[src/rtl/ckm_cipher_pkg.sv]
// Shared definitions for the chaotic-map stream cipher key/IV front end.
package ckm_cipher_pkg;

    localparam int CKM_KEY_W     = 189;
    localparam int CKM_IV_W      = 32;
    localparam int CKM_IN_W      = 32;
    localparam int CKM_NUM_SLOTS = 4;

    typedef enum logic [1:0] {
        ST_IDLE   = 2'd0,
        ST_LOAD   = 2'd1,
        ST_COMMIT = 2'd2,
        ST_ZERO   = 2'd3
    } kv_state_e;

    // Number of load words needed to carry one {key,iv} pair.
    function automatic int n_words(input int key_w, input int iv_w, input int in_w);
        return (key_w + iv_w + in_w - 1) / in_w;
    endfunction

endpackage

[src/rtl/kv_word_shifter.sv]
// Serial word collector for one {key,iv} pair: shifts words in MSW first and
// counts them. Only the DATA_W bits that survive into a slot are kept, so the
// excess MSBs of the first word fall off the top as later words arrive.
module kv_word_shifter #(
    parameter int IN_W    = 32,
    parameter int DATA_W  = 221,
    parameter int N_WORDS = 7
) (
    input  logic              clk,
    input  logic              reset,
    input  logic              clear_i,
    input  logic              shift_i,
    input  logic [IN_W-1:0]   data_i,
    output logic [DATA_W-1:0] sreg_o,
    output logic              last_o
);

    localparam int               CNT_W    = $clog2(N_WORDS + 1);
    localparam logic [CNT_W-1:0] LAST_IDX = CNT_W'(N_WORDS - 1);

    logic [DATA_W-1:0] sreg_q, sreg_d;
    logic [CNT_W-1:0]  cnt_q, cnt_d;

    // Next shift-register contents and word count; clear wins over shift.
    always_comb begin
        sreg_d = sreg_q;
        cnt_d  = cnt_q;
        if (clear_i) begin
            sreg_d = '0;
            cnt_d  = '0;
        end else if (shift_i) begin
            sreg_d = {sreg_q[DATA_W-IN_W-1:0], data_i};
            cnt_d  = cnt_q + CNT_W'(1);
        end
    end

    // Register the shift chain and counter.
    always_ff @(posedge clk) begin
        if (reset) begin
            sreg_q <= '0;
            cnt_q  <= '0;
        end else begin
            sreg_q <= sreg_d;
            cnt_q  <= cnt_d;
        end
    end

    assign sreg_o = sreg_q;
    assign last_o = (cnt_q == LAST_IDX);

endmodule

[src/rtl/key_iv_slot_loader.sv]
// Key/IV slot store: serial loading into a shadow shifter, one-cycle commit
// into the slot array, registered read port and a one-slot-per-cycle zeroize.
//
// state  | meaning
// IDLE   | waiting for load_start
// LOAD   | accepting load words (in_ready=1)
// COMMIT | writing the collected pair into slot wslot_q
// ZERO   | clearing slot zidx_q, one per cycle
module key_iv_slot_loader
    import ckm_cipher_pkg::*;
#(
    parameter  int KEY_W     = CKM_KEY_W,
    parameter  int IV_W      = CKM_IV_W,
    parameter  int IN_W      = CKM_IN_W,
    parameter  int NUM_SLOTS = CKM_NUM_SLOTS,
    localparam int SLOT_W    = $clog2(NUM_SLOTS),
    localparam int N_WORDS   = n_words(KEY_W, IV_W, IN_W)
) (
    input  logic              clk,
    input  logic              reset,
    input  logic              load_start,
    input  logic [SLOT_W-1:0] wr_slot,
    input  logic [IN_W-1:0]   in_data,
    input  logic              in_valid,
    output logic              in_ready,
    input  logic              read0,
    input  logic [SLOT_W-1:0] rd_slot,
    input  logic              zeroize,
    output logic [KEY_W-1:0]  key_o,
    output logic [IV_W-1:0]   iv_o,
    output logic              kv_valid,
    output logic              rd_err,
    output logic              busy
);

    localparam int                KV_W      = KEY_W + IV_W;
    localparam logic [SLOT_W-1:0] LAST_SLOT = SLOT_W'(NUM_SLOTS - 1);

    kv_state_e            state_q;
    logic                 in_ready_q, busy_q;
    logic [SLOT_W-1:0]    wslot_q, zidx_q;
    logic [KV_W-1:0]      slot_q [NUM_SLOTS];
    logic [NUM_SLOTS-1:0] slot_valid_q;
    logic [KEY_W-1:0]     key_q;
    logic [IV_W-1:0]      iv_q;
    logic                 kv_valid_q, rd_err_q;

    logic [KV_W-1:0]      sreg;
    logic [KV_W-1:0]      rd_pair;
    logic                 last_word;
    logic                 ld_ok, accept, sh_clear, sh_shift, rd_go, rd_hit;

    // Request qualification shared by the FSM, shifter and read port.
    always_comb begin
        ld_ok    = load_start && (32'(wr_slot) < NUM_SLOTS);
        accept   = in_valid && in_ready_q;
        sh_clear = !zeroize && ld_ok && (state_q == ST_IDLE || state_q == ST_LOAD);
        sh_shift = !zeroize && (state_q == ST_LOAD) && !ld_ok && accept;
        rd_go    = read0 && !zeroize && (state_q != ST_ZERO);
        rd_hit   = (32'(rd_slot) < NUM_SLOTS) && slot_valid_q[rd_slot];
        rd_pair  = slot_q[rd_slot];
    end

    kv_word_shifter #(
        .IN_W    (IN_W),
        .DATA_W  (KV_W),
        .N_WORDS (N_WORDS)
    ) u_shifter (
        .clk     (clk),
        .reset   (reset),
        .clear_i (sh_clear),
        .shift_i (sh_shift),
        .data_i  (in_data),
        .sreg_o  (sreg),
        .last_o  (last_word)
    );

    // Sequencing FSM with registered in_ready/busy; zeroize overrides everything.
    always_ff @(posedge clk) begin
        if (reset) begin
            state_q    <= ST_IDLE;
            in_ready_q <= 1'b0;
            busy_q     <= 1'b0;
            wslot_q    <= '0;
            zidx_q     <= '0;
        end else if (zeroize) begin
            state_q    <= ST_ZERO;
            in_ready_q <= 1'b0;
            busy_q     <= 1'b1;
            zidx_q     <= '0;
        end else begin
            case (state_q)
                ST_IDLE: begin
                    if (ld_ok) begin
                        state_q    <= ST_LOAD;
                        wslot_q    <= wr_slot;
                        in_ready_q <= 1'b1;
                        busy_q     <= 1'b1;
                    end
                end
                ST_LOAD: begin
                    if (ld_ok) begin
                        wslot_q <= wr_slot;
                    end else if (sh_shift && last_word) begin
                        state_q    <= ST_COMMIT;
                        in_ready_q <= 1'b0;
                    end
                end
                ST_COMMIT: begin
                    state_q <= ST_IDLE;
                    busy_q  <= 1'b0;
                end
                ST_ZERO: begin
                    if (zidx_q == LAST_SLOT) begin
                        state_q <= ST_IDLE;
                        busy_q  <= 1'b0;
                    end else begin
                        zidx_q <= zidx_q + SLOT_W'(1);
                    end
                end
                default: begin
                    state_q    <= ST_IDLE;
                    in_ready_q <= 1'b0;
                    busy_q     <= 1'b0;
                end
            endcase
        end
    end

    // Slot array: a slot only changes at COMMIT or during the zeroize sweep.
    always_ff @(posedge clk) begin
        if (reset) begin
            for (int i = 0; i < NUM_SLOTS; i++) begin
                slot_q[i] <= '0;
            end
            slot_valid_q <= '0;
        end else if (state_q == ST_ZERO) begin
            slot_q[zidx_q]       <= '0;
            slot_valid_q[zidx_q] <= 1'b0;
        end else if (state_q == ST_COMMIT && !zeroize) begin
            slot_q[wslot_q]       <= sreg;
            slot_valid_q[wslot_q] <= 1'b1;
        end
    end

    // Read port: outputs hold between reads; a miss pulses rd_err for one cycle.
    always_ff @(posedge clk) begin
        if (reset || zeroize) begin
            key_q      <= '0;
            iv_q       <= '0;
            kv_valid_q <= 1'b0;
            rd_err_q   <= 1'b0;
        end else if (rd_go) begin
            if (rd_hit) begin
                key_q      <= rd_pair[KV_W-1:IV_W];
                iv_q       <= rd_pair[IV_W-1:0];
                kv_valid_q <= 1'b1;
                rd_err_q   <= 1'b0;
            end else begin
                kv_valid_q <= 1'b0;
                rd_err_q   <= 1'b1;
            end
        end else begin
            rd_err_q <= 1'b0;
        end
    end

    assign in_ready = in_ready_q;
    assign busy     = busy_q;
    assign key_o    = key_q;
    assign iv_o     = iv_q;
    assign kv_valid = kv_valid_q;
    assign rd_err   = rd_err_q;

endmodule

[config.mk]
export PLATFORM = sky130hd
export DESIGN_NAME = key_iv_slot_loader
export DESIGN_NICKNAME = d
export VERILOG_FILES = /design/src/rtl/ckm_cipher_pkg.sv /design/src/rtl/kv_word_shifter.sv /design/src/rtl/key_iv_slot_loader.sv
export SDC_FILE = /design/constraint.sdc
export NUM_CORES = 2
export LEC_CHECK = 0
export BUFFER_PORTS_ARGS = -buffer_cell sky130_fd_sc_hd__buf_4
export CAP_MARGIN = 15
export CELL_PAD_IN_SITES_DETAIL_PLACEMENT = 0
export CELL_PAD_IN_SITES_GLOBAL_PLACEMENT = 2
export CORE_MARGIN = 2
export CORE_UTILIZATION = 43
export DETAILED_ROUTE_END_ITERATION = 10
export HOLD_SLACK_MARGIN = 0.12
export PLACE_DENSITY_LB_ADDON = 0.05
export SETUP_SLACK_MARGIN = 0.5
export SYNTH_ARGS = -nofsm -noshare
export SYNTH_HDL_FRONTEND = slang
export SYNTH_HIERARCHICAL = 1
export SYNTH_SLANG_ARGS = --single-unit
[constraint.sdc]
create_clock -name clk -period 29.1 [get_ports clk]
set_clock_uncertainty 0.05 [all_clocks]
set_input_delay 7.275 -clock clk [delete_from_list [all_inputs] [get_ports clk]]
set_output_delay 7.275 -clock clk [all_outputs]
set_load 0.02 [all_outputs]
==> impl_results.md <==
- Outcome: finished, final reports clean
- Final antenna-violating net count: 0
- Die Y: 363.0 um
- CP Data Arrival Time: 11.47 ns
- Hold buffer count at CTS: 0
- Worst vdd ir: 0.00006168 V
- FFs w/ async S/R, synth: 0%
- EDFF count, synth: 884
- Remaining DRCs: 0
- WP buf/inv: 5
- Synth top area share: 47.89%
- Vias: 33,640
- Gp weighted congestion: 0.7298
- Placement Setup Slack: 17.48 ns
- CP startpoint kind: input port
- Sum Neg Setup Slack: 0 ns
- Max cap viols: 0
- Avg Inst Size Synth: 13.17 um2
- Sequential power share: 50.8%
- Slew Limit Fails: 0
- Met1 Use GR: 35.18%
- Post-synth top flop: edfxtp_1
- Placed cells: 5,845
- Postcts setup bufs: 0
- CTS Buf Count: 148
- NetSw: 894.7 uW
- Hold WC Path Type: reg -> reg
- Switching Share: 21.69%
- Syn Nets: 4,257
- Cell depth of the worst hold path: 2
- GRT Residual Overflow: 0
- Worst-path cell with the longest stage delay: buf_4
- Via density: 5.500
- Logic pwr share: 4.6%
- Reg2Reg Depth: 6
- CP max stage delay: 0.79 ns
- TritonRoute pass-1 iters: 6
- Area of the mapped netlist: 55,430 um2
- Layout cells sized above 1: 17.44%
- Top cells by area, synth: edfxtp_1, dfxtp_1, mux4_2
- CP top delay family: buffers and inverters
- Core area: 127,700 um2
- Routed wire length: 156,900 um
- Layout Area Growth over Synthesis: 13.72%
- Initial Util: 43.41%
- Ports: 267
- Hold Vio Cnt, Final: 0
- Cell Rows: 131
- Final setup vio count: 0
- Most Crowded Layer GR: met2
- # resized after CTS: 0
- Critical path's most frequent cell: buf_4
- Setup ws final: 18.27 ns
- Clock Power Share: 44.6%
- Htree depth: 4
- TritonCTS clock tree: done
- Worst slew pin tran: 1.109 ns
- Total power draw: 4.126 mW
- Met3 Resource Use GR: 3.632%
- Required time worst endpoint: 29.73 ns
- Number of global-route vias before repair: 33,430
- Min-delay src: key_o[87]
- Die width: 363.0 um
- Longest Clk Path Bufs: 3
- Largest net degree at the start of global routing: 157
- Int Pwr: 3.231 mW
- Pwr dens: 65.44 nW/um2
- #FFs+latches synth: 1,343
- RR Endpoint: slot_q[1][142]
- Hold worst-path end: key_o[87]
- Finished Layout Cells: 6,117
- PortBufs: 266
- Yosys top cell by area: edfxtp_1
- Post-DR wirelength/cell: 25.65 um
- Initial DRC Count: 2,786
- Hold slack: 0.4061 ns
- Reg2reg start: state_q[0]
- Skew-Pair Late Insertion Delay: 0.76 ns
- Period minus WS final: 10.83 ns
- Sink Count: 1,343
- Tcrit/Tclk final: 37.23%
- Max Fclk: 92.30 MHz
- Critical Path End Type: flip-flop
- Met2 Usage GRT: 36.34%
- Worst relative slew slack: 26.07%
- Post-synthesis cell type count: 42
- Global-route wire length before repair: 231,200 um
- Worst-path clk slew: 0.06 ns
- Seq/Total Area, Yosys: 64.46%
- CP Class: in -> reg
- Detail Placement HPWL: 88,660 um
- RSZ-0062 raised after global routing: no
- Tot GR Track Use: 23.79%
- R2r setup slk: 24.36 ns
- Net count, final: 4,381
- Total die area: 131,800 um2
- Syn. warnings: 6
- CTS root buf: clkbuf_16
- Crit path max fanout: 86
- Initial antenna violation count: 8
- Leak: 23.96 nW
- Crit-path cells: buf_4 > nor2_4 > buf_4 > buf_4 > buf_4 > buf_4 > nand2_1 > mux2i_1
- Post-synthesis instance total: 4,209
## through the flow
stage                     util (%)  instance area, um2
final                        49.37               63040
after detailed placement     45.66               58290
after global routing         49.37               63040
after floorplan                  -               55430
after CTS                    49.37               63040
after global placement       45.66               58290
## flip-flops by register name, summed over array words and instances (netlist names)
name and flops:
u_shifter/sreg_o 221, slot_valid_q 4, wslot_q 2, kv_valid 1, u_shifter/cnt_q 3, key_o 189, busy 1, state_q 2
slot_q 884, rd_err 1, iv_o 32, zidx_q 2, in_ready 1
## metal layers
metal  vias up  wire length [um]
met1     17210             73050
met4         2              3736
met5         -                10
li1      15330                 -
met3       189              8562
met2       908             71530
## how the worst max path moves through the flow
stage                       start  depth (start not counted)  slack [ns]             end
final                       reset                          8       18.27       key_o[90]
after global routing        reset                          8       17.91       key_o[90]
after CTS                 zeroize                          7       18.30  slot_q[1][145]
after detailed placement  zeroize                          7       17.48  slot_q[1][143]
after global placement    zeroize                          7       17.51  slot_q[1][142]
after floorplan           zeroize                          6        3.81    slot_q[3][0]
## worst reg2reg max path: cells and delay by family (launching register included)
family / cells / cell delay, ns
simple gates: 1 / 0.52
buf+inv: 3 / 2.46
flops: 1 / 0.51
compound gates: 2 / 0.71
## synth_stat cells (all sizes together) (2+ instances only)
cell,n
buf,142
nor3b,3
a22oi,4
a211oi,222
nor2b,3
and2,4
edfxtp,884
inv,229
clkbuf,207
xnor2,2
mux2i,445
nor4b,2
nand3,4
nor3,222
nand3b,2
nor2,455
a21oi,4
dfxtp,459
nand2b,3
o21ai,7
nand2,665
mux4,222
ha,6
## placed cells by master (no fill, tap or decap), types with 2 or more instances in the layout
cell,instances
nor3b_1,3
dfxtp_1,459
clkbuf_8,23
buf_8,2
inv_1,228
xnor2_1,2
buf_4,313
buf_12,8
clkbuf_16,157
and2_1,4
clkinv_2,12
nand3b_1,2
clkbuf_1,61
nand2b_1,3
clkinv_1,11
edfxtp_1,884
nor2_4,2
a22oi_1,4
o21ai_0,3
inv_6,2
a21oi_1,4
nor2b_1,3
nor3_1,204
mux2i_1,445
nor3_2,18
o21ai_4,4
mux4_2,222
bufinv_16,5
a211oi_1,222
nand3_1,4
nand2_1,664
nor2_1,453
ha_1,6
## kinds of logic after synthesis
kind of cell               Yosys count  synth area share, %
and+or+nand+nor                   1369                10.10
DFF                               1343                64.46
muxes                              667                17.05
buffers and inverters              578                4.950
AOI/OAI and AO/OA                  244                3.266
adders and majority gates            6               0.1354
xor gates and xnor gates             2              0.03161
## power groups by stage
stage / combinational (mW) / clock, mW / sequential (mW)
2_1_floorplan: 0.128 / 0 / 2.16
3_3_place_gp: 0.197 / 0 / 2.13
3_5_place_dp: 0.196 / 0 / 2.14
4_1_cts: 0.196 / 1.88 / 2.10
5_1_grt: 0.205 / 1.95 / 2.10
6_report: 0.192 / 1.84 / 2.10
## final cells by class
type                       count  area [um2]
antenna                        1       2.502
timing repair buffer         323        2540
fill                       11330       64640
inverter                     229       867.1
clock buffer                 241        4474
multi-input combinational   2288       17070
clock inverter                30       269.0
tap                         1662        2079
sequential                  1343       35730
No activity file was read; power rests on OpenSTA's default activity.
